==> src/rtl/instr_fetch.sv <==
// -----------------------------------------------------------------------------
// instr_fetch
//
// Instruction fetch stage in front of the cpu decode/execute core. Owns the
// program counter, issues word reads to instruction memory over a req/ack
// handshake, buffers returned words in a small prefetch FIFO and presents
// them, tagged with their address, to the consumer over valid/ready.
// A branch redirect flushes the FIFO and restarts fetching at the new address.
//
// Parameters:
//   DEPTH     prefetch FIFO entries (power of two, >= 2)
//   ADDR_W    address width
//   DATA_W    instruction width
//   RESET_PC  first fetch address after reset
//
// Ports:
//   clock          in   single clock, rising edge
//   reset          in   synchronous, active-high
//   mem_req        out  read request, held until mem_ack
//   mem_addr       out  word address, stable while mem_req=1
//   mem_ack        in   read complete, mem_rdata valid this cycle
//   mem_rdata      in   returned instruction word
//   redirect       in   one-cycle pulse: branch taken
//   redirect_addr  in   new fetch address, sampled with redirect
//   instr_valid    out  instr_data/instr_pc hold a word
//   instr_ready    in   consumer accepts the word when both are high
//   instr_data     out  FIFO head instruction
//   instr_pc       out  address of instr_data
//   empty          out  FIFO occupancy is 0
//
// Optional feature macro: FETCH_BYPASS_EN
//   When defined, a word acked into an empty, non-flushing FIFO is driven
//   straight onto instr_* in the ack cycle; if the consumer takes it then,
//   it is never written into the FIFO.
//
// Handshake semantics: a word moves from producer to consumer on every rising
// edge where valid and ready are both 1; valid never depends on ready, and the
// presented word stays unchanged until it is taken or a redirect flushes it.
// The memory side follows the same rule with mem_req/mem_ack: mem_addr is
// held for as long as mem_req is 1 and the transfer happens on the ack edge.
// -----------------------------------------------------------------------------
module instr_fetch #(
   parameter int unsigned        DEPTH    = 4,
   parameter int unsigned        ADDR_W   = 32,
   parameter int unsigned        DATA_W   = 32,
   parameter logic [ADDR_W-1:0]  RESET_PC = '0
) (
   input  logic              clock,
   input  logic              reset,
   output logic              mem_req,
   output logic [ADDR_W-1:0] mem_addr,
   input  logic              mem_ack,
   input  logic [DATA_W-1:0] mem_rdata,
   input  logic              redirect,
   input  logic [ADDR_W-1:0] redirect_addr,
   output logic              instr_valid,
   input  logic              instr_ready,
   output logic [DATA_W-1:0] instr_data,
   output logic [ADDR_W-1:0] instr_pc,
   output logic              empty
);

   localparam int unsigned PTR_W = (DEPTH > 1) ? $clog2(DEPTH) : 1;
   localparam int unsigned CNT_W = $clog2(DEPTH) + 1;
   localparam logic [CNT_W-1:0] FULL_CNT = CNT_W'(DEPTH);

   // IDLE : nothing outstanding
   // REQ  : request outstanding, its data will be kept
   // DRAIN: request outstanding, but a redirect made its data stale
   typedef enum logic [1:0] {
      S_IDLE  = 2'd0,
      S_REQ   = 2'd1,
      S_DRAIN = 2'd2
   } state_e;

   state_e            state_q, state_d;
   logic [ADDR_W-1:0] pc_q, pc_d;
   logic [ADDR_W-1:0] mem_addr_q, mem_addr_d;
   logic [CNT_W-1:0]  count_q, count_d;
   logic [PTR_W-1:0]  rd_ptr_q, rd_ptr_d;
   logic [PTR_W-1:0]  wr_ptr_q, wr_ptr_d;
   logic [DATA_W-1:0] fifo_data_q [DEPTH];
   logic [DATA_W-1:0] fifo_data_d [DEPTH];
   logic [ADDR_W-1:0] fifo_pc_q   [DEPTH];
   logic [ADDR_W-1:0] fifo_pc_d   [DEPTH];

   logic head_valid;
   logic acked;
   logic bypass_take;
   logic fifo_push;
   logic fifo_pop;

   // Only an ack in REQ carries a word worth keeping; DRAIN acks are stale.
   assign head_valid = (count_q != '0);
   assign acked      = (state_q == S_REQ) && mem_ack;

   // ---------------------------------------------------------------------------
   // Consumer-side outputs
   // ---------------------------------------------------------------------------
   always_comb begin
      instr_valid = head_valid;
      instr_data  = head_valid ? fifo_data_q[rd_ptr_q] : '0;
      instr_pc    = head_valid ? fifo_pc_q[rd_ptr_q]   : '0;
      bypass_take = 1'b0;
`ifdef FETCH_BYPASS_EN
      // Empty FIFO and no flush this cycle: show the returning word directly.
      if (!head_valid && acked && !redirect) begin
         instr_valid = 1'b1;
         instr_data  = mem_rdata;
         instr_pc    = mem_addr_q;
         bypass_take = instr_ready;
      end
`endif
   end

   assign fifo_pop  = head_valid && instr_ready;
   // A word taken through the bypass path never occupies a FIFO slot.
   assign fifo_push = acked && !redirect && !bypass_take;

   // ---------------------------------------------------------------------------
   // FIFO storage, pointers and occupancy
   // ---------------------------------------------------------------------------
   always_comb begin
      fifo_data_d = fifo_data_q;
      fifo_pc_d   = fifo_pc_q;
      rd_ptr_d    = rd_ptr_q;
      wr_ptr_d    = wr_ptr_q;
      count_d     = count_q;

      if (redirect) begin
         // Flush wins over any push or pop in the same cycle; a word popped
         // now still counts as consumed by the downstream stage.
         rd_ptr_d = '0;
         wr_ptr_d = '0;
         count_d  = '0;
      end else begin
         if (fifo_push) begin
            fifo_data_d[wr_ptr_q] = mem_rdata;
            fifo_pc_d[wr_ptr_q]   = mem_addr_q;
            wr_ptr_d              = wr_ptr_q + PTR_W'(1);
         end
         if (fifo_pop) begin
            rd_ptr_d = rd_ptr_q + PTR_W'(1);
         end
         count_d = count_q + CNT_W'(fifo_push) - CNT_W'(fifo_pop);
      end
   end

   // ---------------------------------------------------------------------------
   // Fetch FSM: next state, pc and request address
   // ---------------------------------------------------------------------------
   always_comb begin
      state_d    = state_q;
      pc_d       = pc_q;
      mem_addr_d = mem_addr_q;

      unique case (state_q)
         S_IDLE: begin
            if (redirect) begin
               pc_d    = redirect_addr;
               state_d = S_REQ;
            end else if (count_q < FULL_CNT) begin
               state_d = S_REQ;
            end
            // No request is outstanding, so the address may follow pc freely.
            mem_addr_d = pc_d;
         end

         S_REQ: begin
            if (redirect) begin
               pc_d = redirect_addr;
               if (mem_ack) begin
                  // The acked word is dropped; restart right away at the target.
                  mem_addr_d = redirect_addr;
               end else begin
                  // Address must stay put until the ack; wait it out in DRAIN.
                  state_d = S_DRAIN;
               end
            end else if (mem_ack) begin
               pc_d       = pc_q + ADDR_W'(1);
               mem_addr_d = pc_d;
               // Keep streaming only if the next word is guaranteed a slot.
               state_d    = (count_d < FULL_CNT) ? S_REQ : S_IDLE;
            end
         end

         S_DRAIN: begin
            if (redirect) begin
               pc_d = redirect_addr;
            end
            if (mem_ack) begin
               // Stale word discarded; fetch the most recent redirect target.
               // FIFO is empty here, so there is always room.
               state_d    = S_REQ;
               mem_addr_d = pc_d;
            end
         end

         default: begin
            state_d = S_IDLE;
         end
      endcase
   end

   // ---------------------------------------------------------------------------
   // Registers
   // ---------------------------------------------------------------------------
   always_ff @(posedge clock) begin
      if (reset) begin
         state_q    <= S_IDLE;
         pc_q       <= RESET_PC;
         mem_addr_q <= RESET_PC;
         count_q    <= '0;
         rd_ptr_q   <= '0;
         wr_ptr_q   <= '0;
      end else begin
         state_q    <= state_d;
         pc_q       <= pc_d;
         mem_addr_q <= mem_addr_d;
         count_q    <= count_d;
         rd_ptr_q   <= rd_ptr_d;
         wr_ptr_q   <= wr_ptr_d;
      end
   end

   // Storage is never read while unoccupied, so it needs no reset.
   always_ff @(posedge clock) begin
      fifo_data_q <= fifo_data_d;
      fifo_pc_q   <= fifo_pc_d;
   end

   assign mem_req  = (state_q != S_IDLE);
   assign mem_addr = mem_addr_q;
   assign empty    = (count_q == '0);

endmodule

==> config.mk <==
export PLATFORM = sky130hd
export DESIGN_NAME = instr_fetch
export DESIGN_NICKNAME = d
export VERILOG_FILES = /design/src/rtl/instr_fetch.sv
export SDC_FILE = /design/constraint.sdc
export NUM_CORES = 1
export LEC_CHECK = 0
export CAP_MARGIN = 15
export CORE_MARGIN = 3
export CORE_UTILIZATION = 40
export CTS_CLUSTER_SIZE = 25
export DETAILED_ROUTE_END_ITERATION = 10
export PLACE_DENSITY = 0.56
export RECOVER_POWER = 25
export SLEW_MARGIN = 20
export SYNTH_ARGS = -nofsm -noshare
export SYNTH_HDL_FRONTEND = slang
export SYNTH_SLANG_ARGS = --single-unit
export TNS_END_PERCENT = 20
==> constraint.sdc <==
create_clock -name clock -period 6.14 [get_ports clock]
set_input_delay 1.228 -clock clock [delete_from_list [all_inputs] [get_ports clock]]
set_output_delay 1.228 -clock clock [all_outputs]
set_load 0.02 [all_outputs]
### After elaboration in Yosys (flattened, before gate mapping)

Cells that the tools add are included.

| operators by class | value |
|---|---|
| $add $sub $neg | 5 |
| order comparisons | 5 |
| equal/unequal tests | 7 |
| mux-type cells | 29 |
| bitwise gates (word level) | 3 |
| reduce and logical (&&, ||, !) cells | 17 |

Operators with widths:

| kind | number |
|---|---|
| $mux W32 | 13 |
| $bwmux W128 | 2 |
| $bmux W32 S2 | 2 |
| $pmux W32 S3 | 1 |
| $demux W32 S2 | 1 |
| $pmux W32 S2 | 1 |
| $add A32 B1 Y32 const B | 1 |
| $mux W2 | 6 |
| $ne A3 B3 Y1 const B | 3 |
| $ge A3 B3 Y1 const B | 2 |
| $lt A3 B3 Y1 const B | 2 |
| $not A2 Y3 | 2 |
| $pmux W2 S3 | 1 |
| $reduce_bool A3 Y1 | 2 |
| $add A2 B1 Y2 const B | 2 |
| $logic_and A1 B1 Y1 | 4 |
| $ne A2 B2 Y1 const B | 2 |
| $reduce_and A2 Y1 | 2 |
| $reduce_and A4 Y1 | 1 |
| $reduce_bool A2 Y1 | 2 |
| $reduce_or A2 Y1 | 2 |
| $add A3 B1 Y3 | 1 |
| $logic_not A3 Y1 | 1 |
| $lt A3 B1 Y1 const B | 1 |
| 9 further kinds | 9 |

| storage, ports and cells | value |
|---|---|
| bits in registers | 329 |
| input port bits | 69 |
| output and inout bits | 99 |
| word-level logic and storage cells | 80 |

### Logic depth before layout (Yosys ltp)

| depth | value |
|---|---|
| word-level depth | 11 |
| mapped depth | 10 |
| mapped depth without buffers | 10 |

### Worst setup path after synthesis

Ideal clock, no wire load.

| timing | value |
|---|---|
| kind | input to register |
| start point | input port redirect |
| end point | register fifo_data_q[0] (netlist name), enable pin |
| setup time | 429 ps |
| arrival | 3398 ps |
| required time | 5711 ps |
| setup slack | 2313 ps |
| cell stages on the path | 4 |
| buffers on the path | 2 |
| cell sequence | clkbuf_1 clkbuf_1 nor2b_1 and3_1 |

| between the ends | value |
|---|---|
| cells in the longest elaborated chain, start to end | 3 |
| elaborated cells on any way between the ends | 4 |
| those cells by class | bitwise: 1; reduce/logical: 3 |

Ends and longest elaborated chain:

| element | RTL line | RTL |
|---|---|---|
| from (decl) | 54 | `input logic redirect,` |
| $logic_not A1 Y1 | 118 | `assign fifo_push = acked && !redirect && !bypass_take;` |
| $logic_and A1 B1 Y1 | 118 |  |
| $reduce_and A2 Y1 (no line) * | -- |  |
| to (signal assigned) | 228 | `fifo_data_q <= fifo_data_d;` |
| to (decl) | 82 | `logic [DATA_W-1:0] fifo_data_q [DEPTH];` |

Every way passes the cells marked *; elsewhere a longest branch is shown, timed or not.
A chain may end at the register's enable or synchronous reset.

### Final worst setup path

| timing | value |
|---|---|
| start point | register rd_ptr_q[0] |
| end point | output port instr_pc[7] |

| between the ends | value |
|---|---|
| cells in the longest elaborated chain, start to end | 5 |

Ends and longest elaborated chain:

| element | RTL line | RTL |
|---|---|---|
| from (decl) | 80 | `logic [PTR_W-1:0] rd_ptr_q, rd_ptr_d;` |
| from (signal assigned) | 221 | `rd_ptr_q <= rd_ptr_d;` |
| $not A2 Y3 (implied by the code) | 103 | `instr_pc = head_valid ? fifo_pc_q[rd_ptr_q] : '0;` |
| $bmux W32 S2 | 103 |  |
| $mux W32 (implied by the code) (2 in series) | 103 |  |
| $mux W32 | 103 |  |
| to (decl) | 59 | `output logic [ADDR_W-1:0] instr_pc,` |

No other way between the ends. The select of a mux whose other input is x is not followed.

==> metrics <==
Power Density 297 nW/um2; Final WS setup 1.85 ns; CTS resizes 0; fraction of layout cells with a size suffix above 1 12.5%; Ports 168; clock-pin slew on the worst setup and hold paths 0.05 ns; RR Startpoint state_q[0]; kind of critical path reg2out; status completed; largest net degree at the start of global routing 68; clock sink total 329; CTS Buf Count 37; # H-tree levels 2; Worst IR Drop VDD 205 uV; Final Wtd Congestion 0.922; CTS root buf clkbuf_16; HPWL after detailed placement 23.6 mm; CTS Buffer Depth 3; pre-CTS WS 1.81 ns; main flop type after synthesis edfxtp_1; Via density 5.70; worst reg2reg path depth 11; initial antenna violation count 0; Layout fillers 3068; worst slew pin tran 1.04 ns; min cycle time layout 4.29 ns; critical path arrival 3.06 ns; routed len/inst 22.0 um; Worst Setup End Kind output pin; GRT Util Overall 19.3%; CP Capture Point instr_pc[7]; Pins Over Slew Limit 0; vias 9720; Crit path required time 4.91 ns; Worst Hold Class reg2reg; Synth Net Count 1153; Fmax 233 MHz; RSZ-0062 raised after global routing false; asr flop ratio synth 0%; postcts setup bufs 0; number of synthesized flops with an enable pin 256; crit-path max FO 32; area leader, netlist edfxtp_1; Final #Nets 1295; Site Rows 69; CTS tree yes; Max-cap violations 0; syn_area_per_cell 13.5 um2; CP startpoint kind flop; Post-CTS Hold Buffers 0; drt first pass iters 5; max_slew headroom 30.9%; Chip Width 197 um; full die area 38600 um2; n_diodes 0; final wirelength 37.5 mm; Layout area overhead 22.7%; GRT overflow 0; clock latency at the later pin of the worst-skew pair 0.51 ns; DRC violations left 0; initial drt markers 685; count leader, synth edfxtp_1; post-route ant nets 0; Hold Fails Final Rpt 0; setup tns final 0 ns; static leakage 5.67 nW; final setup vio count 0; synthesized cell area 14500 um2; first-pass GRT wire length 58.2 mm; PortBufs 167; cell count after synthesis 1076; crit path from rd_ptr_q[0]; synthesized flop and latch total 329; Initial Utilization 40.8%; Period Utilization, post-route 69.9%; Commonest cells post-synth 256 x edfxtp_1, 73 x dfxtp_1, 71 x and2_1, 67 x nand2_1, 64 x mux4_2; Area contributors post-synth edfxtp_1 53%, dfxtp_1 10%, mux4_2 9.9%, and2_1 3.1%, o21ai_0 1.9%; post-synthesis sequential area ratio 63.0%; Warnings, synthesis 0; DIE HEIGHT 197 um; r2r endpoint state_q[0]; reg2reg setup slack 2.74 ns; number of global-route vias before repair 9683; core area 35700 um2; area share of the largest cell type after synthesis 52.9%; Setup Skew 0.0203 ns; post-synthesis cell type count 66
## worst max-delay path, stage by stage, from the launching register on
cell	delay, ns
dfxtp_4	0.78
buf_4	0.46
mux4_2	0.55
and2_1	0.18
clkdlybuf4s50_1	0.57
## layout by cell type, fill, tap and decap left out, types with 5 or more instances in the layout
cell type / synthesis / final
o22ai_1: 10 / 10
xnor2_1: 12 / 12
nand2_1: 67 / 67
inv_1: 19 / 19
bufinv_16: 0 / 6
edfxtp_1: 256 / 256
o31a_1: 6 / 6
or3_1: 11 / 10
nand3_1: 36 / 36
nor3_1: 10 / 10
o211ai_1: 6 / 6
nand2b_1: 11 / 11
o32ai_1: 5 / 5
ha_1: 7 / 7
nand4_1: 13 / 13
a211oi_1: 10 / 10
and2_1: 71 / 71
a21oi_1: 47 / 46
buf_4: 0 / 17
mux4_2: 64 / 64
dfxtp_1: 73 / 71
and3_1: 15 / 11
o31ai_1: 5 / 5
a22oi_1: 6 / 6
a31oi_1: 21 / 21
or4_1: 7 / 7
clkbuf_16: 0 / 37
nor2b_1: 7 / 7
clkbuf_1: 59 / 11
xor2_1: 6 / 6
o21ai_0: 56 / 56
clkdlybuf4s50_1: 0 / 155
nor4_1: 16 / 16
a221oi_1: 12 / 12
dlygate4sd3_1: 0 / 11
and4_1: 7 / 7
nor2_1: 48 / 48
## flip-flops by register name, indices dropped and copies added, names as in the netlist
name,count
count_q,3
fifo_data_q,128
fifo_pc_q,128
mem_addr,32
pc_q,32
rd_ptr_q,2
state_q,2
wr_ptr_q,2
## per-layer routing
layer | wire, um | track usage, % | share of wire (%)
met2 | 17500 | 30.5 | 47
met5 | 0 | 0 | 0
met1 | 17000 | 27.6 | 45
met4 | 859 | 5.31 | 2.3
met3 | 2130 | 3.50 | 5.7
## cells by family after synthesis
| family | synth area share, % |
|---|---|
| xor+xnor | 1.08 |
| simple gates | 12.6 |
| buf+inv | 2.70 |
| compound gates | 9.65 |
| fa+ha+maj | 0.741 |
| flops | 63.0 |
| mux | 10.3 |
## worst min path at each step
stage / from / endpoint / slack (ns) / cells past startpoint
5_1_grt: wr_ptr_q[1] / wr_ptr_q[1] / 0.55 / 2
2_1_floorplan: wr_ptr_q[1] / wr_ptr_q[1] / 0.47 / 2
6_report: wr_ptr_q[1] / wr_ptr_q[1] / 0.51 / 2
3_5_place_dp: wr_ptr_q[1] / wr_ptr_q[1] / 0.50 / 2
3_3_place_gp: wr_ptr_q[1] / wr_ptr_q[1] / 0.50 / 2
4_1_cts: wr_ptr_q[1] / wr_ptr_q[1] / 0.51 / 2
## area by class of cell
| cell class | count | area (um2) | area share [%] |
|---|---|---|---|
| Sequential cell | 329 | 9160 | 51.3 |
| Multi-Input combinational cell | 646 | 5010 | 28.1 |
| Timing Repair Buffer | 184 | 1790 | 10.1 |
| Clock buffer | 49 | 981 | 5.50 |
| Tap cell | 461 | 577 | 3.23 |
| Clock inverter | 16 | 236 | 1.33 |
| Inverter | 20 | 75.1 | 0.421 |
## power by group
part | internal (mW) | switching [mW] | leakage [nW] | total, mW
registers | 2.47 | 0.0870 | 2.93 | 2.56
clock network | 1.38 | 0.848 | 0.590 | 2.22
logic | 0.223 | 0.284 | 2.15 | 0.507
total | 4.07 | 1.22 | 5.67 | 5.29
## stage by stage
stage | power (mW) | hold WS (ns) | cell area (um2) | util, % | cells
4_1_cts | 5.34 | 0.510 | 17800 | 50.0 | 1705
5_1_grt | 5.49 | 0.552 | 17800 | 50.0 | 1705
3_3_place_gp | 3.11 | 0.497 | 16600 | 46.6 | 1640
3_5_place_dp | 3.11 | 0.503 | 16600 | 46.6 | 1640
2_1_floorplan | 2.85 | 0.469 | 14500 | - | 1076
6_report | 5.29 | 0.509 | 17800 | 50.0 | 1705
Note: power is estimated with default switching activity, not from simulation.
